**config.mk**
```make
export PLATFORM = sky130hd
export DESIGN_NAME = avalon_mem_arbiter
export DESIGN_NICKNAME = d
export VERILOG_FILES = /design/src/rtl/avalon_mem_arbiter.sv
export SDC_FILE = /design/constraint.sdc
export NUM_CORES = 1
export LEC_CHECK = 0
export BUFFER_PORTS_ARGS = -buffer_cell sky130_fd_sc_hd__buf_2
export CAP_MARGIN = 20
export CORE_MARGIN = 4
export CORE_UTILIZATION = 45
export CTS_CLUSTER_DIAMETER = 40
export DETAILED_ROUTE_END_ITERATION = 8
export PLACE_DENSITY = 0.77
export SLEW_MARGIN = 20
export SYNTH_ARGS = -nofsm -noshare
export SYNTH_HDL_FRONTEND = slang
export SYNTH_SLANG_ARGS = --single-unit
```
**constraint.sdc**
```tcl
create_clock -name clock -period 3.3 [get_ports clock]
set_input_delay 0.33 -clock clock [delete_from_list [all_inputs] [get_ports clock]]
set_output_delay 0.33 -clock clock [all_outputs]
set_load 0.01 [all_outputs]
```
**src/rtl/avalon_mem_arbiter.sv**
```systemverilog
// Two-master (CPU / HPS Avalon) arbiter in front of one single-port 32-bit data RAM.
// Define AVALON_ARB_ROUND_ROBIN_EN for round-robin ties; otherwise the CPU always wins ties.
module avalon_mem_arbiter #(
  parameter int unsigned ADDR_W = 10
) (
  input  logic              clock,
  input  logic              reset,
  // CPU data port
  input  logic              cpu_read,
  input  logic              cpu_write,
  input  logic [ADDR_W-1:0] cpu_addr,
  input  logic [3:0]        cpu_be,
  input  logic [31:0]       cpu_wdata,
  output logic [31:0]       cpu_rdata,
  output logic              cpu_ack,
  // HPS Avalon conduit
  input  logic [23:0]       avalon_address,
  input  logic [3:0]        avalon_byte_enable,
  input  logic              avalon_read,
  input  logic              avalon_write,
  input  logic [31:0]       avalon_write_data,
  output logic [31:0]       avalon_read_data,
  output logic              avalon_acknowledge,
  // Data RAM
  output logic [ADDR_W-1:0] ram_addr,
  output logic [3:0]        ram_be,
  output logic              ram_we,
  output logic [31:0]       ram_wdata,
  input  logic [31:0]       ram_rdata,
  output logic [7:0]        err_count
);

  typedef enum logic [1:0] {
    StIdle,
    StResp,
    StAck
  } state_e;

  state_e state_q, state_d;

  logic              grant;
  logic              capture;
  logic              cpu_req;
  logic              hps_req;
  logic              tie_to_hps;
  logic              win_hps;
  logic              sel_write;
  logic              sel_oor;
  logic              ram_access;
  logic [ADDR_W-1:0] sel_addr;
  logic [3:0]        sel_be;
  logic [31:0]       sel_wdata;

  logic [21:0]       hps_word;
  logic [21:0]       hps_word_hi;
  logic              hps_oor;

  logic              owner_q;  // 0: CPU, 1: HPS
  logic              oor_q;
  logic [ADDR_W-1:0] ram_addr_q;
  logic [3:0]        ram_be_q;
  logic [31:0]       ram_wdata_q;
  logic [31:0]       cpu_rdata_q;
  logic [31:0]       hps_rdata_q;
  logic              cpu_ack_q;
  logic              hps_ack_q;
  logic [7:0]        err_q;

  logic              unused_addr_lsbs;
  assign unused_addr_lsbs = ^avalon_address[1:0];

  // Request decode and out-of-range detection
  assign cpu_req     = cpu_read | cpu_write;
  assign hps_req     = avalon_read | avalon_write;
  assign hps_word    = avalon_address[23:2];
  assign hps_word_hi = hps_word >> ADDR_W;
  assign hps_oor     = |hps_word_hi;

`ifdef AVALON_ARB_ROUND_ROBIN_EN
  logic last_grant_q;  // 0: CPU, 1: HPS

  assign tie_to_hps = ~last_grant_q;

  always_ff @(posedge clock) begin
    if (reset) begin
      last_grant_q <= 1'b1;
    end else if (grant) begin
      last_grant_q <= win_hps;
    end
  end
`else
  assign tie_to_hps = 1'b0;
`endif

  assign win_hps = hps_req & (~cpu_req | tie_to_hps);

  // Winner mux; a simultaneous read+write is a write
  assign sel_addr   = win_hps ? hps_word[ADDR_W-1:0] : cpu_addr;
  assign sel_be     = win_hps ? avalon_byte_enable   : cpu_be;
  assign sel_wdata  = win_hps ? avalon_write_data    : cpu_wdata;
  assign sel_write  = win_hps ? avalon_write         : cpu_write;
  assign sel_oor    = win_hps & hps_oor;
  assign ram_access = grant & ~sel_oor;

  always_ff @(posedge clock) begin
    if (reset) begin
      state_q <= StIdle;
    end else begin
      state_q <= state_d;
    end
  end

  always_comb begin
    state_d = state_q;
    grant   = 1'b0;
    capture = 1'b0;
    case (state_q)
      StIdle: begin
        // Reset gating keeps the RAM quiet while reset is held with requests pending
        if (!reset && (cpu_req || hps_req)) begin
          grant   = 1'b1;
          state_d = StResp;
        end
      end
      StResp: begin
        capture = 1'b1;
        state_d = StAck;
      end
      StAck: begin
        state_d = StIdle;
      end
      default: begin
        state_d = StIdle;
      end
    endcase
  end

  always_ff @(posedge clock) begin
    if (reset) begin
      owner_q     <= 1'b0;
      oor_q       <= 1'b0;
      ram_addr_q  <= '0;
      ram_be_q    <= '0;
      ram_wdata_q <= '0;
      cpu_rdata_q <= '0;
      hps_rdata_q <= '0;
      cpu_ack_q   <= 1'b0;
      hps_ack_q   <= 1'b0;
      err_q       <= '0;
    end else begin
      cpu_ack_q <= capture & ~owner_q;
      hps_ack_q <= capture & owner_q;

      if (grant) begin
        owner_q <= win_hps;
        oor_q   <= sel_oor;
        if (sel_oor && (err_q != 8'hFF)) begin
          err_q <= err_q + 8'd1;
        end
      end

      if (ram_access) begin
        ram_addr_q  <= sel_addr;
        ram_be_q    <= sel_be;
        ram_wdata_q <= sel_wdata;
      end

      if (capture) begin
        if (owner_q) begin
          hps_rdata_q <= oor_q ? 32'h0 : ram_rdata;
        end else begin
          cpu_rdata_q <= ram_rdata;
        end
      end
    end
  end

  // RAM port: live winner values in the grant cycle, held values otherwise
  assign ram_addr  = ram_access ? sel_addr  : ram_addr_q;
  assign ram_be    = ram_access ? sel_be    : ram_be_q;
  assign ram_wdata = ram_access ? sel_wdata : ram_wdata_q;
  assign ram_we    = ram_access & sel_write;

  assign cpu_rdata          = cpu_rdata_q;
  assign cpu_ack            = cpu_ack_q;
  assign avalon_read_data   = hps_rdata_q;
  assign avalon_acknowledge = hps_ack_q;
  assign err_count          = err_q;

endmodule
```
## Word-level counts from Yosys, hierarchy flattened

Index checks and enable logic that the tools add are counted.

| word-level totals | value |
|---|---|
| register bits after elaboration | 124 |
| output and inout port bits | 121 |
| word-level logic and storage cells | 48 |

| cells by class | value |
|---|---|
| add/subtract/negate cells | 1 |
| equal/unequal tests | 3 |
| muxes and demuxes | 13 |
| bitwise operators | 11 |
| reduce and logical (&&, ||, !) cells | 9 |

Operator list:

| operator | number |
|---|---|
| 32-bit two-way mux | 3 |
| 10-bit two-way mux | 2 |
| 12-bit OR reduction | 1 |
| 8-bit by 1-bit adder with 8-bit output (second input constant) | 1 |
| 4-bit two-way mux | 2 |
| 8-bit inequality test (second input constant) | 1 |
| 1-bit bitwise AND | 6 |
| 2-bit AND reduction | 3 |
| 1-bit two-way mux | 4 |
| 2-bit case mux with 2 select lines | 1 |
| 1-bit inverter | 3 |
| 2-bit by 1-bit == test with 1-bit output (second input constant) | 1 |
| 1-bit logical AND | 2 |
| 2-bit zero test | 1 |
| 2-bit two-way mux | 1 |
| 2-bit inequality test (second input constant) | 1 |
| 1-bit OR | 2 |
| 1-bit zero test | 1 |
| 1-bit logical OR | 1 |

## Logic depth before layout (Yosys ltp)

Gate-level depths: netlist of run 1.

| depth | value |
|---|---|
| word-level depth | 7 |
| depth in mapped cells | 7 |

## Worst setup path after synthesis of run 1

No wires, ideal clock.

| timing | value |
|---|---|
| path kind | input -> output |
| start | input avalon_write |
| end | output ram_addr[8] |
| arrival time | 1.538 ns |
| required time | 2.970 ns |
| path slack | 1.432 ns |
| stages on the path | 5 |
| cells stage by stage | o41ai_1 > a21oi_2 > buf_2 > buf_2 > a21oi_1 |

| on the way | value |
|---|---|
| longest elaborated chain between the ends | 7 |
| elaborated cells on any way between the ends | 11 |
| classes of those cells | mux (4); bitwise (5); reduce/logical (2) |

RTL lines:

| what | line | source |
|---|---|---|
| start: declaration | 20 | `input logic avalon_write,` |
| 1-bit OR (*) | 74 | `assign hps_req = avalon_read \| avalon_write;` |
| 1-bit logical OR | 120 | `if (!reset && (cpu_req \|\| hps_req)) begin` |
| 1-bit logical AND | 120 |  |
| 1-bit two-way mux | 120 |  |
| 1-bit two-way mux | 117 | `case (state_q)` |
| 1-bit bitwise AND | 103 | `assign ram_access = grant & ~sel_oor;` |
| 10-bit two-way mux (*) | -- |  |
| end: declaration | 25 | `output logic [ADDR_W-1:0] ram_addr,` |

Every way passes the cells marked *; elsewhere a longest branch is shown, timed or not.

## Final worst setup path of run 1

| timing | value |
|---|---|
| start | register state_q[0] |
| end | output ram_wdata[19] |

| on the way | value |
|---|---|
| longest elaborated chain between the ends | 4 |

RTL lines:

| what | line | source |
|---|---|---|
| start: declaration | 39 | `state_e state_q, state_d;` |
| start signal: assignment | 107 | `state_q <= StIdle;` |
| start signal: assignment | 109 | `state_q <= state_d;` |
| 2-bit zero test | 117 |  |
| 1-bit two-way mux | 117 |  |
| 1-bit bitwise AND | 103 |  |
| 32-bit two-way mux | -- |  |
| end: declaration | 28 | `output logic [31:0] ram_wdata,` |

No other way between the ends.

==> results of run 1 <==
[layout by cell type, fill, tap and decap left out, types with 5 or more instances in the layout]
| cell type | netlist | routed |
|---|---|---|
| buf_2 | 16 | 262 |
| dfxtp_1 | 124 | 124 |
| nor2_1 | 57 | 57 |
| mux2i_1 | 50 | 50 |
| a21oi_1 | 49 | 49 |
| a211oi_1 | 46 | 46 |
| nor2b_1 | 33 | 32 |
| a22o_1 | 32 | 32 |
| o22a_1 | 31 | 31 |
| clkbuf_16 | 0 | 16 |
| nor4_1 | 5 | 5 |
[layout make-up]
cell class              instances  area (µm²)
flip-flops and latches        124        2480
well taps                     140         175
fillers                       912        3900
repair buffers                268        1380
clock buffers                  20         445
multi-input cells             336        2340
clock inverters                10         141
inverters                       4        15.0
[power groups by stage]
stage | Sequential, mW | Combinational [mW] | Clock (mW)
3_5_place_dp | 1.68 | 0.716 | 0
3_3_place_gp | 1.68 | 0.699 | 0
2_1_floorplan | 1.70 | 0.393 | 0
6_report | 1.65 | 0.713 | 1.82
4_1_cts | 1.65 | 0.721 | 1.86
5_1_grt | 1.66 | 0.790 | 1.93
[sequential cells by signal, summed over array words and instances (netlist names)]
register,cells
avalon_read_data,32
cpu_rdata,32
ram_wdata_q,32
ram_addr_q,10
err_count,8
ram_be_q,4
state_q,2
avalon_acknowledge,1
cpu_ack,1
oor_q,1
owner_q,1
[how the worst min path moves through the flow]
stage                                end                 start  slack, ns
floorplan                     state_q[1]                 reset       0.41
global placement    avalon_read_data[29]  avalon_read_data[29]       0.46
detailed placement  avalon_read_data[29]  avalon_read_data[29]       0.46
CTS                 avalon_read_data[28]         ram_rdata[28]       0.03
global route         avalon_read_data[6]          ram_rdata[6]       0.04
finish              avalon_read_data[28]         ram_rdata[28]       0.05
[layer usage]
metal | wire length, µm | part of all wire [%] | GRT usage (%) | vias up
met5 | 0 | 0 | 0 | -
met4 | 255 | 1.8 | 8.09 | 0
met2 | 6800 | 49 | 36.4 | 183
li1 | - | - | - | 2379
met1 | 5680 | 41 | 25.3 | 2152
met3 | 1050 | 7.6 | 4.67 | 22
[cell families (layout without fill, tap and decap cells)]
group | count (synthesis) | after routing | synth area share (%)
AO/OA/AOI/OAI | 166 | 166 | 24.0
XOR/XNOR | 2 | 2 | 0.349
adder cells (fa/ha/maj) | 1 | 1 | 0.249
buffers and inverters | 48 | 302 | 4.43
flip-flops | 124 | 124 | 49.4
multiplexers | 50 | 50 | 9.96
AND/OR/NAND/NOR | 117 | 117 | 11.6
==> flow_metrics.tcl, run 1 <==
set metrics [dict create \
    r2r-start "state_q[0]" \
    power_leakage_nw 3.26 \
    synth_top_flop_cell "dfxtp_1" \
    finalHoldViolCount 0 \
    path_clk_slew_ns 0.06 \
    combPwrFrac_pct 17.0 \
    synth_cell_types 34 \
    cpLargestDelayFamily "compound AO/OA/AOI/OAI gates" \
    crit_end "ram_wdata[19]" \
    p_seq_share_pct 39.5 \
    antenna_cells 0 \
    max_slew_margin_pct 34.1 \
    clk_latency_ns 0.50 \
    final_cells 902 \
    ant_nets 0 \
    dp_hpwl_um 10000 \
    port_buffers 262 \
    grt_start_max_net_pins 132 \
    area_delta_synth_final_pct 39.1 \
    routed_wl_um 13800 \
    grt_antenna_before_repair 0 \
    ys_top_cells_by_area "dfxtp_1 (49%), mux2i_1 (10%), a211oi_1 (6.9%), a22o_1 (5.6%), o22a_1 (5.4%)" \
    path_max_fanout 131 \
    drive_above_1_share_pct 40.2 \
    slowest_stage "buf_12" \
    die_x_um 114 \
    placedCellCount 872 \
    grt_overflow 0 \
    drc 0 \
    wire_per_inst_um 15.3 \
    switching_share_pct 25.9 \
    synthCells 508 \
    grt.total_usage_pct 21.0 \
    reg2reg_depth 6 \
    grt_pass1_wl_um 22000 \
    slowest_delay_ns 0.42 \
    start_util_pct 46.1 \
    p_clk_share_pct 43.5 \
    gp_congestion 0.791 \
    finalSetupTns_ns 0 \
    cts_resized 0 \
    drv_slew 0 \
    synth_edf_count 0 \
    first_iter_violations 259 \
    postCtsSetupBuffers 0 \
    yosys.area.top_type "dfxtp_1" \
    final_nets 896 \
    die_area_um2 12900 \
    fin_util_pct 64.2 \
    fin_crit_ns 3.01 \
    worstSetupEndpointType "output port" \
    netlist_top_cells_count "dfxtp_1 (124), nor2_1 (57), mux2i_1 (50)" \
    setup_violations 0 \
    critical_path_buf_inv_count 2 \
    setup_slack_ns 0.295 \
    fmax_mhz 333 \
    worstSetupPathType "register to output port" \
    synth_top_area_share_pct 49.4 \
    rsz0062_at_grt "no" \
    crit_chain "nor3_1 > o41ai_1 > a21oi_4 > buf_12 > nor2_1 > a21oi_1 > buf_2" \
    core_um2 10900 \
    place_ws_ns 0.704 \
    ir_worst_vdd_uv 379 \
    vias 4736 \
    ys_warn_count 0 \
    first_global_vias 4615 \
    required_ns 2.97 \
    htree_levels 4 \
    cts_sinks 124 \
    fin_crit_sh_pct 91.1 \
    hold_depth 2 \
    cts_tree "built" \
    p_sw_mw 1.09 \
    r2r_setup_slack_ns 1.11 \
    p_total_mw 4.19 \
    synthArstFlopShare_pct 0 \
    crit_arrival_ns 2.68 \
    design_area_um2 6990 \
    cellPowerDensity_nw_per_um2 599 \
    clockRootBuffer "clkbuf_8" \
    cp-start-kind "register" \
    synth.avg_cell_area_um2 9.89 \
    status "completed" \
    max-cap-violations 0 \
    ys_ff_latch 124 \
    rr_endpoint "ram_addr_q[0]" \
    cp.depth 7 \
    io_pins 265 \
    syn_area_um2 5020 \
    post-synth-top-count-cell "dfxtp_1" \
    power.internal_mw 3.10 \
    vias_per_cell 5.25 \
    synth_nets 653 \
    startpoint "state_q[0]" \
    place_area_um2 6400 \
    tightest_slew_ns 0.988 \
    die_h_um 114 \
    cts_hold_buf 0 \
    num_rows 38 \
    numCtsBuffers 17 \
    fin_worst_skew_ns 0.00713 \
    hp-class "primary input to register" \
    holdWs_ns 0.0543 \
    drtPass1Iterations 4 \
    cts.path.max_buffers 2 \
    seq_area_frac_synth_pct 49.4 \
]
Note: power is estimated with default switching activity, not from simulation.
==> inputs of run 2 (changes only) <==
ABC_AREA = 1   (was unset)
CORE_UTILIZATION = 26   (was 45)
PLACE_DENSITY = 0.48   (was 0.77)
clock period = 2.75 ns   (was 3.3 ns; I/O delays follow)
==> run 2 against run 1 <==
- critical path type unchanged
- via count rose by 26%
- synthesized cell count rose by 75%
- wire length rose by 33%
- worst setup slack improved by 0.13 ns
- clock power rose by 20%
- total power rose by 22%
- utilization fell by 27 points
==> flow_metrics.tcl, run 2 <==
set metrics [dict create \
    io_pins 265 \
    synthArstFlopShare_pct 0 \
    fin_crit_ns 2.32 \
    drv_slew 0 \
    ant_nets 0 \
    finalHoldViolCount 0 \
    port_buffers 262 \
    yosys.area.top_type "dfxtp_1" \
    rsz0062_at_grt "no" \
    synth_top_flop_cell "dfxtp_1" \
    worstSetupPathType "register to output port" \
    first_iter_violations 295 \
    crit_path_frequent_cell "nand2_1" \
    die_area_um2 24300 \
    ys_top_cells_by_area "dfxtp_1 (44%), nand2_1 (14%), nand3_1 (10%), inv_1 (9.8%), nor2_1 (8.8%)" \
    cts_resized 0 \
    path_max_fanout 32 \
    placedCellCount 1385 \
    holdWs_ns 0.0879 \
    core_um2 21300 \
    routed_wl_um 18400 \
    layout_commonest_cell "buf_2" \
    grt_pass1_wl_um 28300 \
    tightest_slew_ns 0.734 \
    worstSetupEndpointType "output port" \
    clk_latency_ns 0.42 \
    crit_arrival_ns 2.05 \
    reg2reg_depth 7 \
    combPwrFrac_pct 18.5 \
    syn_area_um2 5690 \
    grt_start_max_net_pins 93 \
    required_ns 2.48 \
    netlist_top_cells_count "nand2_1 (205), inv_1 (148), nor2_1 (134)" \
    antenna_cells 0 \
    cp-start-kind "register" \
    r2r_setup_slack_ns 0.98 \
    cts.path.max_buffers 2 \
    hp-class "primary input to register" \
    max_slew_margin_pct 51.0 \
    gp_congestion 0.814 \
    ys_warn_count 0 \
    dp_hpwl_um 12900 \
    synth_top_area_share_pct 43.7 \
    num_rows 53 \
    synth.avg_cell_area_um2 6.40 \
    synth_edf_count 0 \
    startpoint "state_q[1]" \
    synth_nets 1033 \
    grt.total_usage_pct 14.7 \
    synthCells 888 \
    place_area_um2 7290 \
    slowest_delay_ns 0.32 \
    wire_per_inst_um 13.0 \
    fin_worst_skew_ns 0.00733 \
    p_clk_share_pct 42.8 \
    cts_hold_buf 0 \
    drtPass1Iterations 4 \
    power.internal_mw 3.50 \
    ys_ff_latch 124 \
    hold_start "ram_rdata[16]" \
    ir_worst_vdd_uv 312 \
    hold_depth 3 \
    seq_area_frac_synth_pct 43.7 \
    vias_per_cell 4.21 \
    p_sw_mw 1.61 \
    fmax_mhz 430 \
    first_global_vias 5341 \
    drive_above_1_share_pct 27.6 \
    grt_overflow 0 \
    setup_slack_ns 0.426 \
    p_seq_share_pct 38.7 \
    cts_tree "built" \
    path_clk_slew_ns 0.07 \
    power_leakage_nw 4.55 \
    clockRootBuffer "clkbuf_16" \
    post-synth-top-count-cell "nand2_1" \
    die_h_um 156 \
    final_nets 1274 \
    die_x_um 156 \
    grt_antenna_before_repair 3 \
    crit_end "ram_wdata[27]" \
    place_ws_ns 0.726 \
    vias 5966 \
    postCtsSetupBuffers 0 \
    final_cells 1417 \
    synth_cell_types 20 \
    cts_sinks 124 \
    fin_crit_sh_pct 84.5 \
    r2r-start "state_q[0]" \
    design_area_um2 7860 \
    switching_share_pct 31.5 \
    cellPowerDensity_nw_per_um2 650 \
    numCtsBuffers 17 \
    start_util_pct 26.7 \
    htree_levels 4 \
    finalSetupTns_ns 0 \
    layout_common_cells "buf_2 (262), nand2_1 (205), inv_1 (148), nor2_1 (132), dfxtp_1 (124)" \
    crit_chain "nor2_1 > nand2_1 > a21oi_4 > nand2_1 > buf_12 > nand2_1 > nand2_1 > inv_1 > buf_2" \
    status "completed" \
    slowest_stage "dfxtp_1" \
    area_delta_synth_final_pct 38.2 \
    drc 0 \
    max-cap-violations 0 \
    setup_violations 0 \
    rr_endpoint "avalon_read_data[22]" \
]
run 2: changes by cell type in the layout (fill, tap and decap cells not counted), moves of 6 or more:
cell,previous run,this run
nor2_1,57,132
a21oi_1,49,41
a211oi_1,46,0
buf_4,4,11
o21ai_0,0,50
nand2_1,2,205
inv_6,1,7
mux2i_1,50,0
a22o_1,32,0
o22a_1,31,0
nand3_1,3,115
nor2b_1,32,0
inv_1,4,148
run 2: worst min path at each step:
stage / endpoint / slack (ns)
after floorplan: avalon_read_data[31] / 0.41
after CTS: avalon_read_data[19] / 0.06
final: avalon_read_data[16] / 0.09
after detailed placement: state_q[1] / 0.44
after global placement: state_q[1] / 0.43
after global routing: cpu_rdata[20] / 0.07
run 2: logic make-up (layout without fill, tap and decap cells):
logic type,count (synthesis),in the layout,synth area share (%)
AO/OA/AOI/OAI,93,93,8.32
XOR/XNOR,1,1,0.154
adder cells (fa/ha/maj),1,1,0.220
buffers and inverters,204,458,13.9
flip-flops,124,124,43.7
AND/OR/NAND/NOR,465,465,33.7
run 2: power groups by stage:
stage,Sequential (mW),Clock [mW],Combinational [mW]
6_report,1.98,2.18,0.944
5_1_grt,1.99,2.35,1.08
4_1_cts,1.98,2.26,0.965
3_5_place_dp,2.02,0,0.960
3_3_place_gp,2.02,0,0.961
2_1_floorplan,2.04,0,0.505
run 2: through the flow:
stage	total power [mW]	utilization [%]
final	5.10	36.9
after global routing	5.41	36.9
after CTS	5.21	36.9
after detailed placement	2.98	34.3
after global placement	2.98	34.3
after floorplan	2.55	-
run 2: critical path, delay by kind of cell, from the launching register on:
kind                   cells  cell delay [ns]
and+or+nand+nor            5             0.58
buffers and inverters      3             0.41
DFF                        1             0.32
AOI/OAI and AO/OA          1             0.31
run 2: final cells by class:
class,instances,area (µm²)
well taps,275,344
flip-flops and latches,124,2480
multi-input cells,560,2430
clock inverters,15,141
inverters,149,559
fillers,2337,13400
clock buffers,17,425
repair buffers,277,1470
run 2: layer usage:
metal / wire length, µm / GRT usage, % / up-vias
li1: - / - / 3210
met1: 8350 / 18.7 / 2515
met2: 8000 / 23.0 / 218
met3: 1840 / 6.27 / 17
met4: 150 / 3.38 / 6
met5: 34 / 0 / -
